### src/rtl/seg_pkg.sv
// Shared definitions for the multiplexed 7-segment scan driver.
//   SLOT_W    : width of the scan slot counter (4 slots, 2 tubes per slot)
//   SEG_BLANK : segment pattern for a dark tube
//   SEG_TABLE : hex nibble -> segments {g,f,e,d,c,b,a}, active-high
package seg_pkg;

  localparam int SLOT_W = 2;

  localparam logic [7:0] SEG_BLANK = 8'h00;

  // Index 15 is leftmost in the concatenation.
  localparam logic [15:0][6:0] SEG_TABLE = {
    7'h71, 7'h79, 7'h5E, 7'h39, 7'h7C, 7'h77, 7'h6F, 7'h7F,
    7'h07, 7'h7D, 7'h6D, 7'h66, 7'h4F, 7'h5B, 7'h06, 7'h3F
  };

endpackage

### src/rtl/seg7_decode.sv
// Combinational hex-to-7-segment decoder.
//   nibble : hex digit to display
//   dp     : decimal point request
//   seg    : segments {dp,g,f,e,d,c,b,a}, active-high
module seg7_decode
  import seg_pkg::*;
(
  input  logic [3:0] nibble,
  input  logic       dp,
  output logic [7:0] seg
);

  assign seg = {dp, SEG_TABLE[nibble]};

endmodule

### src/rtl/seg_scan_driver.sv
// Scan driver for eight 7-segment tubes arranged as two groups of four.
// Each slot lights tube s (group 1, digit1) and tube s+4 (group 2, digit2)
// together; a short blanking window at the start of every slot keeps the
// previous slot's segments from ghosting onto the newly selected tubes.
//   clk, rst          : clock, asynchronous active-low reset
//   load              : strobe capturing digits_in/dp_in/blank_in/blink_in
//   digits_in         : nibble i = hex value of tube i
//   dp_in, blank_in   : per-tube decimal point / force-dark
//   blink_in          : per-tube blink enable
//   blink_tick        : toggles the blink phase
//   digit1, digit2    : registered segment buses for tubes 0-3 / 4-7
//   tube_sel          : registered tube enables, bit i = tube i
//   frame_done        : one-cycle pulse after the slot wraps from 3 to 0
module seg_scan_driver
  import seg_pkg::*;
#(
  parameter int CLK_HZ   = 100_000_000,
  parameter int SCAN_HZ  = 1000,
  parameter int DEAD_CYC = 16
) (
  input  logic        clk,
  input  logic        rst,
  input  logic        load,
  input  logic [31:0] digits_in,
  input  logic [7:0]  dp_in,
  input  logic [7:0]  blank_in,
  input  logic [7:0]  blink_in,
  input  logic        blink_tick,
  output logic [7:0]  digit1,
  output logic [7:0]  digit2,
  output logic [7:0]  tube_sel,
  output logic        frame_done
);

  localparam int DIV = CLK_HZ / SCAN_HZ;
  localparam int PW  = (DIV > 1) ? $clog2(DIV) : 1;
  localparam logic [PW-1:0] TC   = PW'(DIV - 1);
  localparam logic [PW-1:0] DEAD = PW'(DEAD_CYC);

  logic [PW-1:0]     presc;
  logic [SLOT_W-1:0] slot;
  logic              phase;
  logic [31:0]       sh_digits;
  logic [7:0]        sh_dp;
  logic [7:0]        sh_blank;
  logic [7:0]        sh_blink;

  logic              tc;
  logic [2:0]        lo_idx;
  logic [2:0]        hi_idx;
  logic [7:0]        seg_lo;
  logic [7:0]        seg_hi;
  logic              dark_lo;
  logic              dark_hi;
  logic [7:0]        sel_nxt;
  logic [7:0]        d1_nxt;
  logic [7:0]        d2_nxt;

  assign tc     = (presc == TC);
  assign lo_idx = {1'b0, slot};
  assign hi_idx = {1'b1, slot};

  // Reset leaves every tube blanked so nothing lights until the first load.
  always_ff @(posedge clk or negedge rst) begin
    if (!rst) begin
      presc     <= '0;
      slot      <= '0;
      phase     <= 1'b0;
      sh_digits <= '0;
      sh_dp     <= '0;
      sh_blank  <= 8'hFF;
      sh_blink  <= '0;
    end else begin
      presc <= tc ? '0 : presc + PW'(1);
      if (tc) slot <= slot + SLOT_W'(1);
      if (blink_tick) phase <= ~phase;
      if (load) begin
        sh_digits <= digits_in;
        sh_dp     <= dp_in;
        sh_blank  <= blank_in;
        sh_blink  <= blink_in;
      end
    end
  end

  seg7_decode u_dec_lo (
    .nibble (sh_digits[{lo_idx, 2'b00} +: 4]),
    .dp     (sh_dp[lo_idx]),
    .seg    (seg_lo)
  );

  seg7_decode u_dec_hi (
    .nibble (sh_digits[{hi_idx, 2'b00} +: 4]),
    .dp     (sh_dp[hi_idx]),
    .seg    (seg_hi)
  );

  assign dark_lo = sh_blank[lo_idx] | (sh_blink[lo_idx] & phase);
  assign dark_hi = sh_blank[hi_idx] | (sh_blink[hi_idx] & phase);

  // Segments switch to the new slot right away; only the tube enables wait
  // out the blanking window.
  always_comb begin
    sel_nxt = '0;
    if (presc >= DEAD) begin
      sel_nxt[lo_idx] = ~dark_lo;
      sel_nxt[hi_idx] = ~dark_hi;
    end
    d1_nxt = dark_lo ? SEG_BLANK : seg_lo;
    d2_nxt = dark_hi ? SEG_BLANK : seg_hi;
  end

  // frame_done is raised on the wrap edge itself, so it is high for the
  // single cycle that follows the 3->0 transition.
  always_ff @(posedge clk or negedge rst) begin
    if (!rst) begin
      digit1     <= SEG_BLANK;
      digit2     <= SEG_BLANK;
      tube_sel   <= '0;
      frame_done <= 1'b0;
    end else begin
      digit1     <= d1_nxt;
      digit2     <= d2_nxt;
      tube_sel   <= sel_nxt;
      frame_done <= tc && (slot == '1);
    end
  end

endmodule

### config.mk
export PLATFORM = sky130hd
export DESIGN_NAME = seg_scan_driver
export DESIGN_NICKNAME = d
export VERILOG_FILES = /design/src/rtl/seg_pkg.sv /design/src/rtl/seg7_decode.sv /design/src/rtl/seg_scan_driver.sv
export SDC_FILE = /design/constraint.sdc
export NUM_CORES = 1
export LEC_CHECK = 0
export BUFFER_PORTS_ARGS = -buffer_cell sky130_fd_sc_hd__buf_2
export CORE_ASPECT_RATIO = 1.1
export CORE_MARGIN = 2
export CORE_UTILIZATION = 30
export DETAILED_ROUTE_END_ITERATION = 8
export PLACE_DENSITY_LB_ADDON = 0.1
export SYNTH_ARGS = -nofsm -noshare
export SYNTH_HDL_FRONTEND = slang
export SYNTH_SLANG_ARGS = --single-unit
export TNS_END_PERCENT = 20
### constraint.sdc
create_clock -name clk -period 2.6 [get_ports clk]
set_input_delay 0.26 -clock clk [delete_from_list [all_inputs] [get_ports clk]]
set_output_delay 0.26 -clock clk [all_outputs]
set_load 0.1 [all_outputs]
Yosys cells after proc, flatten, opt, wreduce, memory -nomap -nowiden
Memories as Yosys holds them, arrays and structs flattened.
Cells that the tools add are included.
Widths: inputs -> output; s select.
{ "op_classes": {"reduce_logical": 3, "n_lt_le_gt_ge": 7, "n_bitwise": 8, "n_mux": 23, "addsub": 2, "shift": 2, "n_eq_ne": 2} }
{ "ops": {"columns": ["op", "count"], "rows": [
  ["$shiftx 32x5->4", 1],
  ["$shiftx 32x6->4", 1],
  ["$mux 8", 3],
  ["$add 17x1->17 const B", 1],
  ["$eq 17x17->1 const B", 1],
  ["$ge 17x5->1 const B", 1],
  ["$mux 17", 1],
  ["$mux 7", 2],
  ["$bmux 1 s2", 6],
  ["$lt 4x5->1 const B", 2],
  ["$and 8x4->8", 1],
  ["$bwmux 8", 1],
  ["$mux 1", 8],
  ["$demux 1 s2", 2],
  ["$lt 2x4->1 const B", 1],
  ["$lt 3x4->1 const B", 1],
  ["$ge 3x1->1 const B", 1],
  ["$logic_and 1x1->1", 3],
  ["$not 1->1", 3],
  ["$add 2x1->2 const B", 1],
  ["$and 1x1->1", 2],
  ["$eq 2x2->1 const B", 1],
  ["$ge 2x1->1 const B", 1],
  ["$or 1x1->1", 2]
]} }
{ "word_totals": {"word_cells": 60, "in_bits": 60, "romBits": 224, "out_inout_bits": 25, "reg_bits": 101, "mem_count": 2} }
{ "memory_table": {"columns": ["memory", "depth", "word_bits", "read_ports", "rd_ports_with_merged_regs", "write_ports", "line_no", "source"], "rows": [
  ["(no name shown)", 16, 7, 1, 0, 0, "seg7_decode.sv:13", "assign seg = {dp, SEG_TABLE[nibble]};"],
  ["(no name shown)", 16, 7, 1, 0, 0, "seg7_decode.sv:13", null]
]} }

Logic depth before layout (Yosys ltp)
{ "logic_depth": {"depth_word": 8, "ltp_mapped": 9, "mapped_depth_nobuf": 7} }

Modules after synthesis
A second synthesis with hierarchy kept.
{ "unflattened": {"hier_cells": 356, "hier_area_um2": 4785.8} }
{ "modules_own_cells": {"columns": ["module", "cells_each", "n_inst", "area_each_um2", "seq_area_each_um2"], "rows": [
  ["seg_scan_driver", 288, 1, 4192.8, 2537.4],
  ["seg7_decode (u_dec_hi)", 34, 1, 297.8, 0.0],
  ["seg7_decode (u_dec_lo)", 34, 1, 295.3, 0.0]
]} }

Worst setup path before layout
No wires, ideal clock.
{ "synth_timing": {"kind": "register to register", "start": "reg slot[0]", "end": "reg digit1[5]", "stages_incl_launch_ff": 6, "setup_ns": 0.094, "path_buffers": 1, "synth_period_minus_slack_ns": 2.032, "t_arrival_ns": 1.938, "slack_ns": 0.568, "required_ns": 2.506, "path_cell_list": "dfrtp_1 buf_6 mux4_1 ha_1 mux2_1 a221oi_2"} }
{ "synth_between": {"elab_chain_cells": 5, "elab_cells_between_ends": 10, "cone_classes": "1 x shift; 6 x mux; 2 x bitwise; 1 x memory"} }
{ "synth_rtl": {"columns": ["item", "line_no", "source"], "rows": [
  ["start, declared", "seg_scan_driver.sv:41", "logic [SLOT_W-1:0] slot;"],
  ["start signal, assigned", "seg_scan_driver.sv:75", "if (tc) slot <= slot + SLOT_W'(1);"],
  ["parallel branches: the longest is 4 deep, another holds $mem_v2 16x7", null, null],
  ["$mux 8 (*)", "seg_scan_driver.sv:109", "d1_nxt = dark_lo ? SEG_BLANK : seg_lo;"],
  ["via d1_nxt[5]", "seg_scan_driver.sv:56", "logic [7:0] d1_nxt;"],
  ["end signal, assigned", "seg_scan_driver.sv:122", "digit1 <= d1_nxt;"],
  ["end, declared", "seg_scan_driver.sv:29", "output logic [7:0] digit1,"]
]} }
Mark *: on every way through the listed nets, which the timed path passes. The select of a mux whose other input is x is not followed.
A chain may end at the register's enable or synchronous reset.

Final worst setup path
{ "layout_timing": {"start": "reg slot[0]", "end": "reg digit1[1]"} }
Same word-level chain as after synthesis.

==> impl_results.md <==
* Drt drc at 0
* Asr flop ratio synth at 100%
* Yosys cell types at 47
* Met2 WL at 5420 um
* Longest Clk Path Bufs at 2
* WL/cell at 16.4 um
* Gates resized, CTS repair at 0
* TritonCTS buffer count at 9
* Peak Freq at 0.420 GHz
* Count leader, synth: dfrtp_1
* Mapped Area at 4870 sq um
* Synth top area cells: dfrtp_1 48%, mux2_2 14%, ha_1 4.6%
* Finish-stage setup viols at 0
* Gr usage total at 13.2%
* Top cell type's share of synthesized area at 47.8%
* Initial core utilization at 30.8%
* Leak Pwr at 2.63 nW
* Status: completed
* Yosys Warn Count at 0
* Relative slew margins at 51.3%
* Buf/Inv on CP at 1
* FF+latch count, synth at 101
* Core area at 15800 sq um
* Post-synth EDFFs at 0
* Tcrit/Tclk final at 91.6%
* Total Routed Length at 10900 um
* Peak VDD IR at 0.320 mV
* Setup Skew at 0.00926 ns
* Root Driver: clkbuf_16
* Via density at 4.82
* CTS tree: done
* Number of global-route vias before repair at 3361
* CTS Sinks at 101
* Dpl hpwl at 7830 um
* RePlAce Congestion at 0.763
* Clk Latency, worst-skew pair at 0.36 ns
* Top sig layer: met4
* Wire length on met3 at 565 um
* Mapped Cells at 366
* Initial antenna violation count at 0
* Post-synth top cells: 93 x dfrtp_1, 61 x mux2_2, 18 x ha_1, 17 x nor2_1, 16 x mux2i_1
* Area growth syn-to-layout at 19.6%
* RSZ-0062 raised after global routing: no
* Min Tclk post-route at 2.38 ns
* Element type at the critical path end: flip-flop
* Crit path required time at 2.83 ns
* Synthesized Nets at 444
* H-tree Lvls at 3
* TNS Setup at 0 ns
* Clock Pin Slew Worst Setup and Hold Paths at 0.07 ns
* Critical path arrival at 2.61 ns
* Hold_buf cts at 1
* First-pass GRT wire length at 17500 um
* Initial DRT Pass Iterations at 5
* IO buf count at 84
* Fraction of layout cells with a size suffix above 1 at 42.1%
* Worst-margin pin slew at 0.730 ns
* Worst Hold Class: in2reg
* Critical Path Start Type: flip-flop
* WS Path Type: reg2reg
* Crit path largest cell delay at 0.74 ns
* Fin Hold WS at 0.0839 ns
* Yosys top cell by area: dfrtp_1
* Congestion Overflow GR at 0
* Die W at 125 um
* Crit-path cells: mux4_1 > inv_1 > ha_1 > nor2_2 > a211oi_1 > a311oi_1
* Mean Syn Cell Area at 13.3 sq um
* Final Hold Violating Endpoints at 0
* Nets at 534
* Setup bufs post-CTS at 0
* Slew Limit Fails at 0
* Via count at 3186
* Row count at 48
* Crit path max-delay cell type: mux4_1
* Initial DRC Count at 185
* Power Density at 715 nW/um^2
* Largest net degree at the start of global routing at 57
* # IOs at 85
* CP top delay family: multiplexers
* Die H at 138 um
* M1 WL at 4710 um
* Sequential area share after synthesis at 52.1%
* Max-cap violations at 0
* Post-detailed-route count of antenna-violating nets at 0
* Post-synth top flop: dfrtp_1
* Worst-path maximum fanout at 8
* Die area at 17300 sq um
* Ant diodes at 0
==> sequential cells by signal, indices dropped and copies added, names as in the netlist <==
| name | flops |
|---|---|
| sh_dp | 8 |
| sh_digits | 32 |
| slot | 2 |
| sh_blink | 8 |
| presc | 17 |
| frame_done | 1 |
| digit2 | 8 |
| phase | 1 |
| sh_blank | 8 |
| tube_sel | 8 |
| digit1 | 8 |
==> routing by layer <==
| layer | GRT usage (%) | up-vias |
|---|---|---|
| met4 | 4.81 | 0 |
| met1 | 15.6 | 1590 |
| met3 | 3.73 | 9 |
| met2 | 22.9 | 66 |
| met5 | 0 | - |
| li1 | - | 1521 |
==> area by class of cell <==
type | instances | area [sq um]
inverters | 12 | 45.0
clock inverters | 7 | 57.6
flip-flops and latches | 101 | 2540
repair buffers | 95 | 520
clock buffers | 9 | 225
multi-input cells | 237 | 2190
well taps | 200 | 250
fillers | 1529 | 9970
==> final timing paths <==
check / start / endpoint / slack, ns / cells past startpoint
min in group asynchronous: rst / sh_digits[10]$_DFFE_PN0P_ / 0.39 / 2
hold reg to reg: presc[12]$_DFF_PN0_ / presc[12]$_DFF_PN0_ / 0.50 / 1
setup reg to reg: slot[0]$_DFFE_PN0N_ / digit1[1]$_DFF_PN0_ / 0.22 / 6
hold / removal: blink_tick / phase$_DFFE_PN0P_ / 0.08 / 2
max in group asynchronous: rst / sh_blank[0]$_DFFE_PN1P_ / 1.49 / 3
setup / recovery: slot[0]$_DFFE_PN0N_ / digit1[1]$_DFF_PN0_ / 0.22 / 6
==> placed cells by master (no fill, tap or decap), drive strengths merged, types with 9 or more instances in the layout <==
master / instances
a21oi: 10
and3: 9
buf: 94
clkbuf: 9
dfrtp: 93
ha: 18
inv: 16
mux2: 62
mux2i: 18
mux4: 10
nor2: 18
nor3: 11
xnor2: 11
==> logic make-up after synthesis <==
family          count (synthesis)  synth area share, %
mux                            90                 23.3
simple gates                   73                 8.20
buf+inv                        28                 2.96
fa+ha+maj                      18                 4.63
xor+xnor                       19                 3.42
flops                         101                 52.1
compound gates                 37                 5.35
==> through the flow <==
stage                     power [mW]  util (%)  area [sq um]  worst slack (ns)  std cells
after global routing            4.37      36.9          5820             0.105        661
final                           4.17      36.9          5820             0.218        661
after floorplan                 2.64         -          4870             0.568        366
after detailed placement        2.89      35.0          5530             0.242        644
after global placement          2.89      35.0          5530             0.380        644
after CTS                       4.23      36.9          5820             0.228        661
==> power by group <==
| part | leakage [nW] | switching, mW | internal [mW] |
|---|---|---|---|
| clock | 0.135 | 0.645 | 0.665 |
| sequential | 1.24 | 0.0906 | 1.73 |
| combinational | 1.26 | 0.739 | 0.292 |
| total | 2.63 | 1.47 | 2.69 |
Note: power is estimated with default switching activity, not from simulation.
